<file path="config.mk">
export PLATFORM = sky130hd
export DESIGN_NAME = switch_input_fifo
export DESIGN_NICKNAME = d
export VERILOG_FILES = /design/src/rtl/cpmath_pkg.sv /design/src/rtl/key_debounce.sv /design/src/rtl/switch_input_fifo.sv
export SDC_FILE = /design/constraint.sdc
export NUM_CORES = 1
export LEC_CHECK = 0
export CORE_MARGIN = 1.5
export CORE_UTILIZATION = 67
export DETAILED_ROUTE_END_ITERATION = 16
export DONT_BUFFER_PORTS = 1
export GPL_TIMING_DRIVEN = 1
export PLACE_DENSITY_LB_ADDON = 0.05
export SYNTH_ARGS = -nofsm -noshare
export SYNTH_HDL_FRONTEND = slang
export SYNTH_SLANG_ARGS = --single-unit
</file>
<file path="constraint.sdc">
create_clock -name clk -period 8.7 [get_ports clk]
set_input_delay 0.87 -clock clk [delete_from_list [all_inputs] [get_ports clk]]
set_output_delay 0.87 -clock clk [all_outputs]
set_load 0.05 [all_outputs]
</file>
<file path="src/rtl/cpmath_pkg.sv">
// Shared definitions for the processor's I/O ports: default widths and the
// sticky error-flag pair reused by the switch input and display output ports.
package cpmath_pkg;

   localparam int DATA_W_DEF = 16;
   localparam int OUT_W_DEF  = 32;

   typedef struct packed {
      logic overflow;
      logic underflow;
   } io_flags_t;

   // A flag being set in the same cycle as a clear request stays set.
   function automatic io_flags_t update_flags(input io_flags_t cur,
                                              input io_flags_t set,
                                              input logic      clr);
      io_flags_t nxt;
      nxt           = clr ? '0 : cur;
      nxt.overflow  = nxt.overflow  | set.overflow;
      nxt.underflow = nxt.underflow | set.underflow;
      return nxt;
   endfunction

endpackage

</file>
<file path="src/rtl/key_debounce.sv">
// Two-flop synchroniser, stability counter and rising-edge pulse for a
// bouncing mechanical key.
module key_debounce #(
   parameter int DEB_CYCLES = 16
) (
   input  logic clk,
   input  logic reset,
   input  logic key_raw,
   output logic key_rise
);

   localparam int              CNT_W   = $clog2(DEB_CYCLES + 1);
   localparam logic [CNT_W-1:0] CNT_MAX = CNT_W'(DEB_CYCLES - 1);

   logic             sync1_q, sync1_d;
   logic             sync2_q, sync2_d;
   logic             prev_q, prev_d;
   logic [CNT_W-1:0] cnt_q, cnt_d;
   logic             deb_q, deb_d;
   logic             arm_q, arm_d;

   // NOTE: every variable gets a default before any branch, so no path can
   // leave it unassigned and infer a latch.
   always_comb begin
      sync1_d  = key_raw;
      sync2_d  = sync1_q;
      prev_d   = sync2_q;
      cnt_d    = cnt_q;
      deb_d    = deb_q;
      arm_d    = arm_q;
      key_rise = 1'b0;
      if (sync2_q != prev_q) begin
         cnt_d = '0;
      end else if (cnt_q != CNT_MAX) begin
         cnt_d = cnt_q + 1'b1;
      end else begin
         deb_d = sync2_q;
         // A key held down across reset must be seen released before it may push.
         if (!sync2_q) arm_d = 1'b1;
         key_rise = sync2_q & ~deb_q & arm_q;
      end
   end

   // NOTE: state registers use non-blocking assignments so every flop
   // samples the pre-edge values regardless of statement order.
   always_ff @(posedge clk) begin
      if (!reset) begin
         sync1_q <= 1'b0;
         sync2_q <= 1'b0;
         prev_q  <= 1'b0;
         cnt_q   <= '0;
         deb_q   <= 1'b0;
         arm_q   <= 1'b0;
      end else begin
         sync1_q <= sync1_d;
         sync2_q <= sync2_d;
         prev_q  <= prev_d;
         cnt_q   <= cnt_d;
         deb_q   <= deb_d;
         arm_q   <= arm_d;
      end
   end

endmodule

</file>
<file path="src/rtl/switch_input_fifo.sv">
// Switch input buffer: debounced load key pushes the synchronised switch word
// into a first-word-fall-through FIFO popped by the control unit.
module switch_input_fifo
   import cpmath_pkg::*;
#(
   parameter int DATA_W     = DATA_W_DEF,
   parameter int OUT_W      = OUT_W_DEF,
   parameter int DEPTH      = 8,
   parameter int DEB_CYCLES = 16,
   parameter int SIGN_EXT   = 0
) (
   input  logic                     clk,
   input  logic                     reset,
   input  logic [DATA_W-1:0]        switch,
   input  logic                     switchWrite,
   input  logic                     switchRead,
   input  logic                     clrFlags,
   output logic [OUT_W-1:0]         stdin,
   output logic                     valid,
   output logic                     full,
   output logic [$clog2(DEPTH):0]   count,
   output logic                     overflow,
   output logic                     underflow
);

   localparam int               PTR_W   = $clog2(DEPTH);
   localparam int               CNT_W   = PTR_W + 1;
   localparam logic [CNT_W-1:0] DEPTH_C = CNT_W'(DEPTH);

   logic [DATA_W-1:0] sw_sync1_q, sw_sync1_d;
   logic [DATA_W-1:0] sw_sync2_q, sw_sync2_d;
   logic [PTR_W-1:0]  rd_ptr_q, rd_ptr_d;
   logic [PTR_W-1:0]  wr_ptr_q, wr_ptr_d;
   logic [CNT_W-1:0]  count_q, count_d;
   io_flags_t         flags_q, flags_d, flags_set;
   logic [DATA_W-1:0] mem_q [DEPTH];

   logic              key_rise;
   logic              is_empty, is_full;
   logic              do_push, do_pop, wr_en;
   logic [DATA_W-1:0] head;
   logic [OUT_W-1:0]  head_ext;

   key_debounce #(
      .DEB_CYCLES (DEB_CYCLES)
   ) u_key_debounce (
      .clk      (clk),
      .reset    (reset),
      .key_raw  (switchWrite),
      .key_rise (key_rise)
   );

   always_comb begin
      sw_sync1_d = switch;
      sw_sync2_d = sw_sync1_q;
      is_empty   = (count_q == '0);
      is_full    = (count_q == DEPTH_C);
      do_pop     = switchRead & ~is_empty;
      // A full FIFO still accepts a push when the head leaves in the same cycle.
      do_push    = key_rise & (~is_full | do_pop);
      wr_en      = do_push & reset;
      flags_set.overflow  = key_rise & is_full & ~do_pop;
      flags_set.underflow = switchRead & is_empty;
      flags_d    = update_flags(flags_q, flags_set, clrFlags);
      wr_ptr_d   = do_push ? wr_ptr_q + 1'b1 : wr_ptr_q;
      rd_ptr_d   = do_pop  ? rd_ptr_q + 1'b1 : rd_ptr_q;
      count_d    = count_q;
      case ({do_push, do_pop})
         2'b10:   count_d = count_q + 1'b1;
         2'b01:   count_d = count_q - 1'b1;
         default: count_d = count_q;
      endcase
   end

   always_ff @(posedge clk) begin
      if (!reset) begin
         sw_sync1_q <= '0;
         sw_sync2_q <= '0;
         rd_ptr_q   <= '0;
         wr_ptr_q   <= '0;
         count_q    <= '0;
         flags_q    <= '0;
      end else begin
         sw_sync1_q <= sw_sync1_d;
         sw_sync2_q <= sw_sync2_d;
         rd_ptr_q   <= rd_ptr_d;
         wr_ptr_q   <= wr_ptr_d;
         count_q    <= count_d;
         flags_q    <= flags_d;
      end
   end

   // NOTE: the storage array has no reset; count gates every read, so stale
   // words are never visible and the array can map onto plain registers or RAM.
   always_ff @(posedge clk) begin
      if (wr_en) mem_q[wr_ptr_q] <= sw_sync2_q;
   end

   assign head = mem_q[rd_ptr_q];

   if (SIGN_EXT != 0) begin : g_sign_ext
      assign head_ext = OUT_W'($signed(head));
   end else begin : g_zero_ext
      assign head_ext = OUT_W'(head);
   end

   assign stdin     = is_empty ? '0 : head_ext;
   assign valid     = ~is_empty;
   assign full      = is_full;
   assign count     = count_q;
   assign overflow  = flags_q.overflow;
   assign underflow = flags_q.underflow;

endmodule
</file>
# Word level (Yosys, flattened, before mapping)
# Memories as Yosys holds them, arrays and structs flattened. A register that Yosys moved wholly into a read port is not among the register bits.
# Cells that the tools add are included.
[word_totals]
register_bits = 54
latch_bits = 0
ram_bits = 128
rom_bits = 0
inputBits = 21
out_inout_bits = 40
word_cells = 57
memories = 1
[memory_table]
columns = ["name", "words", "width", "rd", "rd_clocked_by_memory_dff", "write_ports", "line", "source"]
rows = [
  ["mem_q", 8, 16, 1, 1, 1, "switch_input_fifo.sv:36", "logic [DATA_W-1:0] mem_q [DEPTH];"],
]
[classes]
addsub = 5
n_mul = 0
n_div = 0
order_cmp = 0
eq_ne = 5
n_shift = 0
n_mux = 9
bitwise = 19
reduce_logical = 5
[ops]
columns = ["operator", "n"]
rows = [
  ["16-bit two-way mux", 1],
  ["1-bit AND", 8],
  ["1-bit NOT", 8],
  ["4-bit one-hot mux with 2 select lines", 1],
  ["3-bit by 1-bit adder with 3-bit output (second input constant)", 2],
  ["3-bit two-way mux", 2],
  ["5-bit by 1-bit adder with 5-bit output (second input constant)", 1],
  ["5-bit by 4-bit inequality test with 1-bit output (second input constant)", 1],
  ["4-bit by 1-bit adder with 4-bit output (second input constant)", 1],
  ["4-bit == test (second input constant)", 1],
  ["4-bit logical NOT", 1],
  ["1-bit two-way mux", 4],
  ["4-bit by 1-bit subtractor with 4-bit output (second input constant)", 1],
  ["1-bit bitwise OR", 3],
  ["3-bit AND reduction", 1],
  ["2-bit by 1-bit == test with 1-bit output (second input constant)", 1],
  ["2-bit == test (second input constant)", 1],
  ["2-bit two-way mux", 1],
  ["2-bit AND reduction", 1],
  ["2-bit nonzero test", 1],
  ["2-bit OR reduction", 1],
  ["1-bit inequality test", 1],
]

# Longest topological paths before layout
# Gate-level depths: netlist (run 1).
[logic_depth]
word_depth = 9
mapped_depth = 14
depth_no_buf = 12

# By module
# From an unflattened synthesis (run 1), not the netlist that was laid out.
[unflattened]
cells_unflattened = 415
hier_area_um2 = 7033.0
[modules_own_cells]
columns = ["module", "n_inst", "cells_per_inst", "area_per_inst_um2", "seq_area_each_um2"]
rows = [
  ["switch_input_fifo", 1, 374, 6610.1, 4784.6],
  ["key_debounce", 1, 41, 422.9, 200.2],
]

# Least setup slack after synthesis (run 1)
# Ideal clock, no wire load.
[synth_timing]
path_type = "flip-flop to flip-flop"
start = "register count_q[0], in the netlist count[0]"
end = "memory mem_q[0][0] (netlist bit) (enable)"
setup_ns = 0.430
t_arrival_ns = 3.250
required_time_ns = 8.270
path_slack_ns = 5.020
path_stages_with_launch = 5
path_buffers = 1
synth_period_minus_slack_ns = 3.680
cell_sequence = "dfxtp_1 nor4b_2 a211o_1 buf_4 nor4_1"
[synth_between]
elab_cells_between_ends = 10
cone_classes = "eq/ne (1); mux (2); bitwise (6); reduce/logical (1)"
[synth_rtl]
columns = ["element", "line", "source"]
rows = [
  ["start: declaration", "switch_input_fifo.sv:34", "logic [CNT_W-1:0] count_q, count_d;"],
  ["start signal: assignment", "switch_input_fifo.sv:88", "count_q <= count_d;"],
  ["4-bit == test", "switch_input_fifo.sv:57", "is_full = (count_q == DEPTH_C);"],
  ["named net full", "switch_input_fifo.sv:20", "output logic full,"],
  ["1-bit NOT", "switch_input_fifo.sv:60", "do_push = key_rise & (~is_full | do_pop);"],
  ["1-bit bitwise OR", "switch_input_fifo.sv:60", ""],
  ["1-bit AND", "switch_input_fifo.sv:60", ""],
  ["1-bit AND", "switch_input_fifo.sv:61", "wr_en = do_push & reset;"],
  ["1-bit two-way mux", "switch_input_fifo.sv:96", "if (wr_en) mem_q[wr_ptr_q] <= sw_sync2_q;"],
  ["1-bit two-way mux (implied by the code)", "switch_input_fifo.sv:96", ""],
  ["end: declaration", "switch_input_fifo.sv:36", ""],
]
# The timed path passes the listed nets, and every way through them passes these cells.

==> flow_metrics.env, run 1 <==
export IMPL_status="finished clean"
export IMPL_synth_top_area_share_pct=54.7
export IMPL_clockBufferDepth=2
export IMPL_startpoint_type="flop"
export IMPL_seq_power_share_pct=54.5
export IMPL_slew_viol_final=0
export IMPL_ys_ff_latch=185
export IMPL_synth_edf_count=128
export IMPL_num_rows=37
export IMPL_power_density_mw_per_mm2=225
export IMPL_ys_top_cells_by_count="128 x edfxtp_1, 57 x dfxtp_1, 41 x and2_1"
export IMPL_port_buffers=0
export IMPL_yosysWarnings=0
export IMPL_async_reset_ff_share_pct=0
export IMPL_cts_setup_buffers=0
export IMPL_core_mm2=0.0102
export IMPL_cts_repair_resized=0
export IMPL_setup_worst_path_class="flop to primary output"
export IMPL_cts_tree="yes"
export IMPL_cp_max_fo=32
export IMPL_ys_flop_type="edfxtp_1"
export IMPL_ctsHtreeMaxLevel=4
export IMPL_cp_end_kind="primary output"
export IMPL_grt_max_degree=59
export IMPL_drv_cap=0
export IMPL_vias_per_cell=5.78
export IMPL_cts_buffers=17
export IMPL_place_gp_congestion=0.725
export IMPL_tightestPinTransition_ns=1.08
export IMPL_synth_area_top_cells="edfxtp_1 55%, dfxtp_1 16%, mux4_2 10%, and2_1 3.6%, mux2i_1 3.0%"
export IMPL_die_w_um=105
export IMPL_whs_ns=0.432
export IMPL_seq_area_frac_synth_pct=70.9
export IMPL_dp_cells=543
export IMPL_p_clk_share_pct=44.0
export IMPL_cts_hold_buf=0
export IMPL_dr_pass1_iters=4
export IMPL_leakage_nw=2.51
export IMPL_final_nets=455
export IMPL_n_fill_cell=603
export IMPL_root_buffer="clkbuf_8"
export IMPL_io_pins=61
export IMPL_grt_pass1_wl_um=17800
export IMPL_ant_nets=0
export IMPL_drive_above_1_share_pct=18.5
export IMPL_setup_violations=0
export IMPL_postSynthAreaPerCell_um2=16.9
export IMPL_dieArea_mm2=0.0111
export IMPL_swShare_pct=18.7
export IMPL_power_switching_uw=328
export IMPL_path_clk_slew_ns=0.06
export IMPL_layout_area_overhead_vs_synth_pct=10.5
export IMPL_num_antenna_cells=0
export IMPL_cts_sinks=185
export IMPL_yosysMostFrequentCell="edfxtp_1"
export IMPL_vias=3323
export IMPL_multi_input_area_mm2=0.00189
export IMPL_netlist_instances=417
export IMPL_gr_usage_all_layers_pct=22.3
export IMPL_ys_types=41
export IMPL_wl_per_cell_um=19.7
export IMPL_setup_tns_final_ns=0
export IMPL_cp_required_ns=7.83
export IMPL_overflow=0
export IMPL_rsz0062_at_grt="false"
export IMPL_synth_area_mm2=0.00703
export IMPL_hpwl_um=6680
export IMPL_p_comb_share_pct=1.5
export IMPL_worst_r2r_setup_slack_ns=5.44
export IMPL_start_util_pct=68.7
export IMPL_drc_errors=0
export IMPL_clkLatencyLatePin_ns=0.53
export IMPL_wl_um=11400
export IMPL_grt_pass1_vias=3466
export IMPL_fin_cells=575
export IMPL_antenna_found_initial=0
export IMPL_first_iter_violations=199
export IMPL_die_height_um=105
export IMPL_hold_violations=0
export IMPL_max_freq_mhz=287
export IMPL_clock_skew_ns=0.00825
export IMPL_period_share_pct=40.1
export IMPL_hp_class="flop to flop"
export IMPL_seq_area_mm2=0.00499
export IMPL_period_needed_ns=3.48
export IMPL_cp_arrival_ns=2.61
export IMPL_slew_headroom_pct=27.9
export IMPL_yosys_area_top_type="edfxtp_1"
export IMPL_max_vdd_ir_drop_v=0.000151
export IMPL_p_int_mw=1.42
## power by group through the flow
| stage | combinational [mW] | sequential, mW | clock (mW) |
|---|---|---|---|
| 2_1_floorplan | 0.0320 | 0.970 | 0 |
| 3_3_place_gp | 0.0249 | 0.973 | 0 |
| 3_5_place_dp | 0.0255 | 0.974 | 0 |
| 5_1_grt | 0.0277 | 0.956 | 0.809 |
| 4_1_cts | 0.0257 | 0.955 | 0.781 |
| 6_report | 0.0257 | 0.955 | 0.770 |
## placed cells by master (no fill, tap or decap), types with 3 or more instances in the layout
cell | synthesis | final
clkbuf_1 | 9 | 6
o21ai_1 | 3 | 3
nand2_1 | 7 | 7
edfxtp_1 | 128 | 128
nor2b_1 | 7 | 7
bufinv_16 | 0 | 3
buf_4 | 20 | 11
mux4_2 | 32 | 32
nor3_2 | 1 | 3
nor2_1 | 24 | 24
a21oi_1 | 3 | 3
mux2i_1 | 21 | 21
xor2_1 | 5 | 5
dfxtp_1 | 57 | 55
and2_1 | 41 | 41
clkbuf_8 | 0 | 3
conb_1 | 1 | 16
xnor2_1 | 3 | 3
clkbuf_16 | 0 | 17
nand2b_1 | 3 | 3
nand3_1 | 4 | 4
inv_1 | 8 | 8
ha_1 | 8 | 8
## worst max-delay path: stages (launching register included)
cell and delay (ns):
dfxtp_2 0.89, mux4_2 0.37, mux2i_1 0.08, nor2_1 0.73
## layout make-up
| cell class | instances | share of cell area (%) |
|---|---|---|
| clock buffer | 26 | 6.30 |
| timing repair buffer | 11 | 1.06 |
| sequential | 185 | 64.2 |
| tap | 136 | 2.19 |
| inverter | 9 | 0.435 |
| multi-input combinational | 202 | 24.4 |
| clock inverter | 6 | 1.42 |
## metrics by stage
| stage | worst slack, ns | cell area (µm²) | util (%) | total power [mW] |
|---|---|---|---|---|
| floorplan | 5.02 | 7080 | - | 1.00 |
| global placement | 5.53 | 7170 | 70.1 | 0.998 |
| global route | 5.09 | 7770 | 75.9 | 1.79 |
| CTS | 5.12 | 7770 | 75.9 | 1.76 |
| finish | 5.22 | 7770 | 75.9 | 1.75 |
| detailed placement | 5.43 | 7170 | 70.1 | 0.999 |
## metal layers
layer | global-route usage [%] | vias up | routed length (µm) | part of all wire, %
met4 | 10.4 | 0 | 210 | 1.8
li1 | - | 1538 | - | -
met1 | 28.9 | 1686 | 4950 | 44
met5 | 0 | - | 0 | 0
met3 | 6.12 | 20 | 461 | 4.1
met2 | 35.5 | 79 | 5730 | 50
## final timing paths
path / cells past startpoint / endpoint / start
max reg2reg: 10 / count[2]$_SDFFE_PN0P_ / count[3]$_SDFFE_PN0P_
min reg2reg: 1 / sw_sync2_q[9]$_SDFF_PN0_ / sw_sync1_q[9]$_SDFF_PN0_
min: 1 / sw_sync2_q[9]$_SDFF_PN0_ / sw_sync1_q[9]$_SDFF_PN0_
max: 3 / stdin[10] / flop
## flip-flops by register name, summed over array words and instances (netlist names), named ones only
register / count
sw_sync2_q: 16
count: 4
underflow: 1
u_key_debounce.cnt_q: 5
u_key_debounce.sync1_q: 1
overflow: 1
u_key_debounce.arm_q: 1
u_key_debounce.prev_d: 1
wr_ptr_q: 3
u_key_debounce.deb_q: 1
rd_ptr_q: 3
mem_q: 128
sw_sync1_q: 16
u_key_debounce.prev_q: 1
## kinds of logic after synthesis
family	after synthesis	share of synthesized area, %
AO/OA/AOI/OAI	15	1.34
flip-flops	185	70.9
adder cells (fa/ha/maj)	8	1.42
buffers and inverters	45	3.52
AND/OR/NAND/NOR	102	8.49
XOR/XNOR	8	0.997
other	1	0.0534
multiplexers	53	13.2
Power figures use the tool's default switching activity.
==> run 2, diff against run 1 <==
CORE_UTILIZATION = 62   (was 67)
clock period = 3.6 ns   (was 8.7 ns; I/O delays follow)
==> run 2 against run 1 <==
Compared with the run above:
- combinational power increased by 150%
- routed wire length increased by 3.5%
- die area increased by 7.8%
- critical path depth increased by 9
- clock power increased by 150%
- sequential power increased by 140%
- design area increased by 3.2%
- register-to-register slack got worse by 5.0 ns
- power increased by 140%
- flip-flop and latch count unchanged
==> flow_metrics.env, run 2 (synthesis gave the netlist of run 1 again) <==
export IMPL_status="finished clean"
export IMPL_cp_max_fo=13
export IMPL_grt_pass1_wl_um=18100
export IMPL_hp_class="input port to flop"
export IMPL_cts_hold_buf=0
export IMPL_grt_pass1_vias=3435
export IMPL_die_w_um=109
export IMPL_final_nets=483
export IMPL_die_height_um=109
export IMPL_cts_repair_resized=0
export IMPL_top_regs="mem_q (128), sw_sync1_q (16), sw_sync2_q (16)"
export IMPL_max_freq_mhz=313
export IMPL_wl_um=11800
export IMPL_timing_final_ws_setup_ns=0.406
export IMPL_rsz0062_at_grt="false"
export IMPL_path_clk_slew_ns=0.06
export IMPL_finish_utilization_pct=73.3
export IMPL_cp_slowest_cell="a211o_1"
export IMPL_core_mm2=0.0109
export IMPL_num_rows=38
export IMPL_cts_buffers=17
export IMPL_r2r_cells=12
export IMPL_ant_nets=0
export IMPL_dr_pass1_iters=4
export IMPL_clockBufferDepth=2
export IMPL_num_antenna_cells=0
export IMPL_start_util_pct=64.3
export IMPL_startpoint_type="flop"
export IMPL_cts_sinks=185
export IMPL_clock_skew_ns=0.00871
export IMPL_place_gp_congestion=0.724
export IMPL_cpPeakStageDelay_ns=0.49
export IMPL_ctsHtreeMaxLevel=4
export IMPL_layout_area_overhead_vs_synth_pct=14.0
export IMPL_layout_common_cells="128 x edfxtp_1, 56 x dfxtp_1, 41 x and2_1"
export IMPL_slew_headroom_pct=56.4
export IMPL_antenna_found_initial=0
export IMPL_cts_setup_buffers=0
export IMPL_final_common_cell="edfxtp_1"
export IMPL_cp_required_ns=3.95
export IMPL_wl_per_cell_um=19.4
export IMPL_max_vdd_ir_drop_v=0.000495
export IMPL_vias=3425
export IMPL_cp_cell_sequence="ha_1, and3_1, ha_1, nand4b_1, a211o_1, ha_1, xor2_1, ha_1, a21oi_1, xor2_1, or3_1, a21boi_1"
export IMPL_min_path_cells=1
export IMPL_first_iter_violations=207
export IMPL_hold_violations=0
export IMPL_regMostFlops="mem_q"
export IMPL_overflow=0
export IMPL_grt_max_degree=59
export IMPL_preCtsSetupSlack_ns=0.461
export IMPL_cp_end_kind="flop"
export IMPL_leakage_nw=2.67
export IMPL_power_density_mw_per_mm2=533
export IMPL_tightestPinTransition_ns=0.654
export IMPL_period_share_pct=88.7
export IMPL_port_buffers=0
export IMPL_drv_cap=0
export IMPL_slew_viol_final=0
export IMPL_dieArea_mm2=0.0120
export IMPL_cp_arrival_ns=3.55
export IMPL_hpwl_um=7200
export IMPL_setup_violations=0
export IMPL_root_buffer="clkbuf_16"
export IMPL_gr_usage_all_layers_pct=21.6
export IMPL_drc_errors=0
export IMPL_clkLatencyLatePin_ns=0.43
export IMPL_io_pins=61
export IMPL_setup_worst_path_class="flop to flop"
export IMPL_period_needed_ns=3.19
export IMPL_largest_reg_flops=128
export IMPL_drive_above_1_share_pct=23.6
export IMPL_whs_ns=0.0577
export IMPL_cp_common_cell="ha_1"
export IMPL_cts_tree="yes"
export IMPL_vias_per_cell=5.64
==> run 2: cell types whose count changed in the layout (fill, tap and decap cells not counted), moves of 2 or more <==
cell      previous run  this run
clkbuf_8             3         0
clkbuf_1             6         4
clkinv_4             0         3
buf_4               11        38
==> run 2: through the flow <==
step                      cells  power, mW  cell area (µm²)  TNS (ns)
after global routing        607       4.40             8020         0
after global placement      575       2.41             7400         0
final                       607       4.27             8020         0
after floorplan             432       2.42             7080     -2.57
after CTS                   607       4.30             8020         0
after detailed placement    575       2.42             7400         0
==> run 2: power breakdown <==
group          internal (mW)  switching, mW  total, mW
Sequential              2.28         0.0224       2.31
Clock                   1.16          0.737       1.90
Combinational         0.0157         0.0483     0.0639
==> run 2: per-layer routing <==
metal | global-route usage [%] | up-vias | part of all wire [%]
met2 | 36.2 | 80 | 51
met3 | 6.82 | 14 | 4.5
li1 | - | 1593 | -
met5 | 0 | - | 0
met1 | 26.7 | 1738 | 43
met4 | 7.61 | 0 | 1.0
==> run 2: area by class of cell <==
cell class              count  area [µm²]
flip-flops and latches    185        4990
fillers                   678        2920
multi-input cells         202        1900
clock buffers              21         440
repair buffers             39         305
well taps                 140         175
clock inverters            11         174
inverters                   9        33.8
==> run 2: path summary, 6_finish.rpt <==
path         slack, ns                        to                                  from
max               0.41     count[2]$_SDFFE_PN0P_  u_key_debounce.cnt_q[1]$_SDFFE_PP0P_
min               0.06  sw_sync2_q[5]$_SDFF_PN0_                                 reset
max reg2reg       0.41     count[2]$_SDFFE_PN0P_  u_key_debounce.cnt_q[1]$_SDFFE_PP0P_
min reg2reg       0.43  sw_sync2_q[7]$_SDFF_PN0_              sw_sync1_q[7]$_SDFF_PN0_
==> run 2: critical path, delay by kind of cell, from the launching register on <==
| family | cells | cell delay [ns] |
|---|---|---|
| adders and majority gates | 4 | 1.06 |
| AOI/OAI and AO/OA | 3 | 0.77 |
| and+or+nand+nor | 3 | 0.64 |
| DFF | 1 | 0.37 |
| xor gates and xnor gates | 2 | 0.26 |
==> run 3, diff against run 2 <==
==> constraint.sdc (replaced) <==
create_clock -name clk -period 3.6 [get_ports clk]
set_input_delay 0.36 -clock clk [delete_from_list [all_inputs] [get_ports clk]]
set_output_delay 0.36 -clock clk [all_outputs]
set_load 0.02 [all_outputs]
==> run 3 against run 2 <==
Compared with the run above:
- flip-flop and latch count unchanged
- design area down 2.2%
- clock power down 4%
- global-route usage down 0.43 points
- hold slack better by 0.0062 ns
- register-to-register slack better by 0.02 ns
- critical endpoint unchanged
- largest power group unchanged
- non-clock buffer count down 19
- critical path depth unchanged
- critical path type unchanged
- first-iteration DRC count up 12%
==> flow_metrics.env, run 3 (synthesis gave the netlist of run 1 again) <==
export IMPL_setup_worst_path_class="flop to flop"
export IMPL_setup_tns_final_ns=0
export IMPL_layout_common_cells="128 x edfxtp_1, 56 x dfxtp_1, 41 x and2_1"
export IMPL_hpwl_um=6950
export IMPL_place_gp_congestion=0.723
export IMPL_setup_violations=0
export IMPL_io_pins=61
export IMPL_swShare_pct=17.9
export IMPL_drv_cap=0
export IMPL_leakage_nw=2.56
export IMPL_cp_max_fo=13
export IMPL_antenna_found_initial=0
export IMPL_whs_ns=0.0639
export IMPL_vias=3295
export IMPL_core_mm2=0.0109
export IMPL_grt_pass1_vias=3337
export IMPL_cts_hold_buf=0
export IMPL_cts_tree="yes"
export IMPL_slew_viol_final=0
export IMPL_n_fill_cell=702
export IMPL_first_iter_violations=231
export IMPL_cts_buffers=17
export IMPL_die_height_um=109
export IMPL_ant_nets=0
export IMPL_preCtsSetupSlack_ns=0.444
export IMPL_clkLatencyLatePin_ns=0.42
export IMPL_vias_per_cell=5.60
export IMPL_p_comb_share_pct=1.0
export IMPL_cts_setup_buffers=0
export IMPL_placed_area_mm2=0.00723
export IMPL_die_w_um=109
export IMPL_final_nets=464
export IMPL_power_density_mw_per_mm2=531
export IMPL_clockBufferDepth=2
export IMPL_seq_power_share_pct=55.4
export IMPL_ctsHtreeMaxLevel=4
export IMPL_slew_headroom_pct=53.3
export IMPL_hold_violations=0
export IMPL_rsz0062_at_grt="false"
export IMPL_hp_class="input port to flop"
export IMPL_num_rows=38
export IMPL_seq_area_mm2=0.00499
export IMPL_fin_cells=588
export IMPL_wl_per_cell_um=19.4
export IMPL_timing_final_ws_setup_ns=0.427
export IMPL_grt_max_degree=59
export IMPL_wl_um=11400
export IMPL_max_vdd_ir_drop_v=0.000479
export IMPL_start_util_pct=64.3
export IMPL_p_int_mw=3.42
export IMPL_power_total_mw=4.16
export IMPL_power_switching_uw=746
export IMPL_gr_usage_all_layers_pct=21.2
export IMPL_finish_utilization_pct=71.6
export IMPL_layout_area_overhead_vs_synth_pct=11.5
export IMPL_dr_pass1_iters=6
export IMPL_top_regs="mem_q (128), sw_sync1_q (16), sw_sync2_q (16)"
export IMPL_overflow=0
export IMPL_p_clk_share_pct=43.6
export IMPL_cp_end_kind="flop"
export IMPL_root_buffer="clkbuf_16"
export IMPL_tightestPinTransition_ns=0.695
export IMPL_multi_input_area_mm2=0.00189
export IMPL_r2r_start="u_key_debounce.cnt_q[0]$_SDFFE_PP0P_"
export IMPL_final_common_cell="edfxtp_1"
export IMPL_crit_start="u_key_debounce.cnt_q[0]$_SDFFE_PP0P_"
export IMPL_largest_reg_flops=128
export IMPL_drive_above_1_share_pct=19.9
export IMPL_drc_errors=0
export IMPL_dp_cells=556
export IMPL_cp_required_ns=3.94
export IMPL_path_clk_slew_ns=0.06
export IMPL_cts_sinks=185
export IMPL_regMostFlops="mem_q"
export IMPL_max_freq_mhz=315
export IMPL_port_buffers=0
export IMPL_cp_arrival_ns=3.52
export IMPL_clock_skew_ns=0.00952
export IMPL_num_antenna_cells=0
export IMPL_dieArea_mm2=0.0120
export IMPL_min_from="reset"
export IMPL_grt_pass1_wl_um=17700
export IMPL_startpoint_type="flop"
export IMPL_period_share_pct=88.1
export IMPL_stdcell_area_mm2=0.00784
export IMPL_cts_repair_resized=0
export IMPL_period_needed_ns=3.17
export IMPL_status="finished clean"
run 3: routing by layer:
layer | GRT usage, % | up-vias | part of all wire, %
met2 | 34.2 | 77 | 50
met5 | 0 | - | 0
met4 | 6.96 | 0 | 0.88
li1 | - | 1548 | -
met3 | 7.11 | 9 | 5.0
met1 | 27.3 | 1661 | 44
run 3: cell type report:
| type | instances | share of cell area [%] |
|---|---|---|
| Inverter | 9 | 0.431 |
| Tap cell | 140 | 2.24 |
| Clock inverter | 4 | 0.655 |
| Clock buffer | 28 | 7.03 |
| Timing Repair Buffer | 20 | 1.92 |
| Sequential cell | 185 | 63.6 |
| Multi-Input combinational cell | 202 | 24.1 |
run 3: worst max-delay path: stages, from the launching register on:
cell	delay, ns
dfxtp_1	0.36
ha_1	0.18
and3_1	0.17
ha_1	0.33
nand4b_1	0.17
a211o_1	0.49
ha_1	0.36
xor2_1	0.16
ha_1	0.19
a21oi_1	0.14
xor2_1	0.09
or3_1	0.30
a21boi_1	0.14
run 3: final timing paths:
kind | slack, ns | depth (start not counted) | to
worst max-delay path | 0.43 | 12 | count[2]$_SDFFE_PN0P_
worst min-delay path | 0.06 | 1 | sw_sync1_q[5]$_SDFF_PN0_
worst max register to register | 0.43 | 12 | count[2]$_SDFFE_PN0P_
worst min register to register | 0.42 | 1 | sw_sync2_q[3]$_SDFF_PN0_
run 3: power groups by stage:
stage	Sequential, mW	Clock (mW)	Combinational [mW]
after global routing	2.31	1.94	0.0456
after detailed placement	2.35	0	0.0400
after global placement	2.35	0	0.0390
final	2.30	1.82	0.0404
after floorplan	2.34	0	0.0553
after CTS	2.30	1.86	0.0404
